File: config.mk
export PLATFORM = sky130hd
export DESIGN_NAME = pipe_skid_reg
export DESIGN_NICKNAME = d
export VERILOG_FILES = /design/src/rtl/pipe_skid_reg.sv
export SDC_FILE = /design/constraint.sdc
export NUM_CORES = 1
export LEC_CHECK = 0
export CAP_MARGIN = 30
export CORE_MARGIN = 1.5
export CORE_UTILIZATION = 38
export CTS_CLUSTER_DIAMETER = 100
export DETAILED_ROUTE_END_ITERATION = 10
export PLACE_DENSITY = 0.8
export SYNTH_ARGS = -nofsm -noshare
export SYNTH_HDL_FRONTEND = slang
export SYNTH_SLANG_ARGS = --single-unit
File: constraint.sdc
create_clock -name clk -period 1.8 [get_ports clk]
set_input_delay 0.45 -clock clk [delete_from_list [all_inputs] [get_ports clk]]
set_output_delay 0.45 -clock clk [all_outputs]
set_load 0.01 [all_outputs]
File: src/rtl/pipe_skid_reg.sv
// Pipeline stage register with stall/flush control and ready/valid handshake.
// Define PIPE_SKID_REG_SKID_EN to add a skid entry and register in_ready away from out_ready.
module pipe_skid_reg #(
  parameter int unsigned       DATA_W    = 64,
  parameter logic [DATA_W-1:0] FLUSH_VAL = {DATA_W{1'b0}}
) (
  input  logic              clk,
  input  logic              rst_n,
  input  logic              in_valid,
  output logic              in_ready,
  input  logic [DATA_W-1:0] in_data,
  input  logic              stall,
  input  logic              flush,
  output logic              out_valid,
  input  logic              out_ready,
  output logic [DATA_W-1:0] out_data,
  output logic [1:0]        occupancy
);

  logic              main_v_q, main_v_d;
  logic [DATA_W-1:0] main_q,   main_d;
  logic              in_xfer,  out_xfer;

  assign out_xfer  = main_v_q && out_ready && !stall;
  assign in_xfer   = in_valid && in_ready;
  assign out_valid = main_v_q;
  assign out_data  = main_q;

`ifdef PIPE_SKID_REG_SKID_EN
  logic              skid_v_q, skid_v_d;
  logic [DATA_W-1:0] skid_q,   skid_d;

  // Only the registered skid flag gates acceptance, so out_ready never reaches in_ready.
  assign in_ready  = !skid_v_q && !stall && !flush;
  assign occupancy = {1'b0, main_v_q} + {1'b0, skid_v_q};

  always_comb begin
    main_v_d = main_v_q;
    main_d   = main_q;
    skid_v_d = skid_v_q;
    skid_d   = skid_q;
    if (flush) begin
      main_v_d = 1'b0;
      main_d   = FLUSH_VAL;
      skid_v_d = 1'b0;
      skid_d   = FLUSH_VAL;
    end else if (skid_v_q) begin
      if (out_xfer) begin
        main_d   = skid_q;
        skid_v_d = 1'b0;
        skid_d   = FLUSH_VAL;
      end
    end else if (main_v_q) begin
      if (in_xfer && out_xfer) begin
        main_d = in_data;
      end else if (in_xfer) begin
        skid_v_d = 1'b1;
        skid_d   = in_data;
      end else if (out_xfer) begin
        main_v_d = 1'b0;
        main_d   = FLUSH_VAL;
      end
    end else if (in_xfer) begin
      main_v_d = 1'b1;
      main_d   = in_data;
    end
  end

  always_ff @(posedge clk or negedge rst_n) begin
    if (!rst_n) begin
      skid_v_q <= 1'b0;
      skid_q   <= FLUSH_VAL;
    end else begin
      skid_v_q <= skid_v_d;
      skid_q   <= skid_d;
    end
  end
`else
  assign in_ready  = (!main_v_q || out_ready) && !stall && !flush;
  assign occupancy = {1'b0, main_v_q};

  always_comb begin
    main_v_d = main_v_q;
    main_d   = main_q;
    if (flush) begin
      main_v_d = 1'b0;
      main_d   = FLUSH_VAL;
    end else if (in_xfer) begin
      main_v_d = 1'b1;
      main_d   = in_data;
    end else if (out_xfer) begin
      // Drained entry reverts to the bubble value so no stale payload is visible.
      main_v_d = 1'b0;
      main_d   = FLUSH_VAL;
    end
  end
`endif

  always_ff @(posedge clk or negedge rst_n) begin
    if (!rst_n) begin
      main_v_q <= 1'b0;
      main_q   <= FLUSH_VAL;
    end else begin
      main_v_q <= main_v_d;
      main_q   <= main_d;
    end
  end

endmodule
==> results, run 1 <==
- Measured on the finished design, the core utilization comes to 0.6794.
- The later-pin clock latency in the skew report is 0.32 ns.
- The routed length per instance is 16.17 um.
- Ranked by total cell area, the synthesized netlist is headed by dfrtp_1 (68%), a22o_1 (23%), buf_6 (2.8%).
- For this run the aggregate overflow at the end of global routing stands at 0.
- The first global-routing pass estimated 9142 um of wire.
- The number of top-level design ports is 138.
- Walking the worst path, the cells encountered are clkdlybuf4s50_1 -> a211oi_2 -> buf_2.
- The main combinational cell family by area after synthesis is compound AO/OA/AOI/OAI gates.
- Post-CTS timing repair inserted 0 buffers for setup.
- For the final routed database, the setup TNS stands at 0 ns.
- The maximum number of pins on one net before global-route repair is 66.
- Measured along the x axis, the die boundary spans 82.45 um.
- The worst supply voltage drop on vdd is 0.0004681 V.
- The adder and majority cell fraction of the synthesized area is 0.
- After the first detailed-routing iteration, the DRC count stood at 44.
- The mapped netlist covers 2399 sq um.
- The analysis attributes to cell leakage a power of 1.841 nW.
- Relative to the synthesized area, the layout overhead comes to 69.69%.
- The average size of a mapped cell is 15.58 sq um.
- The number of cells on the worst reg-to-reg path is 5.
- The detailed-routing iteration count for the pre-antenna-repair pass is 4.
- The classification of the worst-slack hold path is input port to async pin.
- The commonest non-fill, non-tap cell in the layout is clkdlybuf4s50_1.
- The total area inside the core boundary comes to 5991 sq um.
- The longest individual stage delay on the worst path is 0.45 ns.
- The slowest cell on the critical path is clkdlybuf4s50_1.
- After synthesis, the netlist uses 13 different library cells.
- The clock passes through at most 2 buffers.
- The area of the die is 6797 sq um.
- The die is 82.45 um tall.
- The overall routed net length is 6111 um.
- The count of nets left with antenna violations once routing finished came out at 0.
- In this run the worst path has a maximum fanout of 2.
- In the final layout, the share of cells above drive strength 1 is 0.1056.
- Dividing total power by cell area gives a power density of 800.2 nW/um^2.
- Hold timing on the final database bottoms out at a slack of 0.1388 ns.
- Setup repair after global routing left no endpoint under its margin.
- The critical path is of the input port to primary output type.
- Of the total synthesized cell area, the portion taken by XOR and XNOR cells is 0.
- The via count of the routed design is 1882.
- The number of sinks on the clock net is 65.
- The sequential-to-total area share from yosys stat is 0.6781.
- The top-area cell type share of the netlist area is 0.6781.
- Of all cell types, the one taking the most synthesized area is dfrtp_1.
- Of the total synthesized cell area, the portion taken by AND, OR, NAND and NOR gates is 0.001565.
- The type of element capturing the critical path is a primary output.
- The number of antenna violations at the first check in global routing came to 0.
- The data required time of the critical path is 1.35 ns.
- In the routed layout, each cell is associated on average with a via count of 4.979.
- The endpoint identified for the worst register-to-register timing path is out_data[45]$_DFFE_PN0P_.
- The shortest clock period the worst path allows after layout is 1.724 ns.
- Setup slack closes at 0.07588 ns.
- The run finished with clean final reports.
- The arrival time reported for the critical path endpoint is 1.27 ns.
- OpenSTA, run right after detailed placement, puts the worst setup slack at -0.3931 ns.
- The remaining design rule violation count is 0.
- The worst register-to-register path has a setup slack of 0.21 ns.
- For this configuration, the core starts out at a cell density of 0.4004.
- Synthesis inferred 65 register bits.
- The share of the synthesized area in compound gates (AO/OA/AOI/OAI) is 0.2561.
- The number of placement rows is 28.
- Setup violations remaining at the end of the flow were counted as 0.
- The number of global-route vias before repair is 1854.
- The number of cells produced by synthesis is 154.
- The number of clock buffers added by TritonCTS is 9.
- The tree is rooted in a clkbuf_8.
- The net count reported at finish is 368.
- The aggregate global-route resource usage is 0.1824.
- The startpoint of the worst register-to-register path is out_valid$_DFFE_PN0P_.
- The worst setup path is launched from an input port.
- The number of maximum-capacitance violations is 0.
- The number of warnings printed during yosys synthesis is 0.
- In the layout the commonest cells are clkdlybuf4s50_1 (131), dfrtp_1 (65), a22o_1 (64).
- The number of nets produced by synthesis is 224.
- The post-route clock period utilization is 0.9578.
- The H-tree depth is 3.
- The final count of hold timing violations is 0.
- Clock-pin slew was measured on the worst setup and hold paths at 0.07 ns.
- Summed over all nets, the half-perimeter wirelength after detailed placement is 4273 um.
- Measured against the total synthesized area, the mux share comes to 0.004695.
- The clock arrives with 0.003991 ns of skew.
- In this run, placement finished with an instance count of 362.
- The maximum clock frequency is 580.0 MHz.
- The repair_antennas step left the layout with diodes totalling 0.
- Leaving out filler cells and counting taps, the final layout contains 378.
- The final estimated routing congestion in global placement is 0.6997.
- The count of pins over their slew limit is 0.
- In this run the tool buffered the top-level ports with 136 buffer cells.
- TritonCTS built the clock tree.
logic make-up (layout without fill, tap and decap cells):
family                 Yosys count  count (layout)
buffers and inverters           17             166
and+or+nand+nor                  1               1
AOI/OAI and AO/OA               69              69
DFF                             65              65
other                            1               1
muxes                            1               1
timing repair:
item	in CTS	in global routing
endpoints found under the setup margin	3	32
resized for setup	7	3
hold buffers	0	0
routing by layer:
metal	GRT usage	wire, um
met5	0	0
met4	0.07119	72
met3	0.05165	439
met2	0.2886	3082
met1	0.2366	2518
stage by stage:
step	total power, mW	cell area [sq um]
3_5_place_dp	2.132	3874
3_3_place_gp	2.121	3874
6_report	3.257	4070
4_1_cts	3.299	4059
2_1_floorplan	1.759	2399
5_1_grt	3.403	4070
power breakdown:
part	total (mW)	internal (mW)	switching (mW)
clock network	1.16	0.647	0.512
registers	1.57	1.53	0.0388
logic	0.530	0.331	0.198
critical path: cells and delay by family:
family          cells  cell delay, ns
buf+inv             2            0.61
compound gates      1            0.21
worst max path at each step:
stage                                    to  depth (start not counted)                  start
floorplan           out_data[0]$_DFFE_PN0P_                          4  out_valid$_DFFE_PN0P_
global placement                   in_ready                          4              out_ready
detailed placement                 in_ready                          4              out_ready
CTS                                in_ready                          4              out_ready
global route                       in_ready                          3                  flush
finish                             in_ready                          3                  flush
synth_stat cells (all sizes together):
library cell and number:
a2111oi 1, o21ai 1, conb 1, nand2 1, a211oi 1, mux2 1
dfrtp 65, buf 14, inv 3, a21oi 2, a22o 64
sequential cells by signal (all words and copies together) (netlist names):
signal,count
out_data,64
out_valid,1
final cells by class:
type	instances	area [sq um]
timing repair buffer	147	1500
inverter	3	11.26
multi-input combinational	72	645.6
tap	75	93.84
sequential	65	1627
fill	454	1921
clock inverter	2	10.01
clock buffer	14	182.7
Note: power is estimated with default switching activity, not from simulation.
==> inputs of run 2 (changes only) <==
- HOLD_SLACK_MARGIN: unset -> 0.03
- SETUP_SLACK_MARGIN: unset -> 0.02
==> results of run 2 <==
Same layout as run 1: the final DEF is identical, and so are final timing and power.
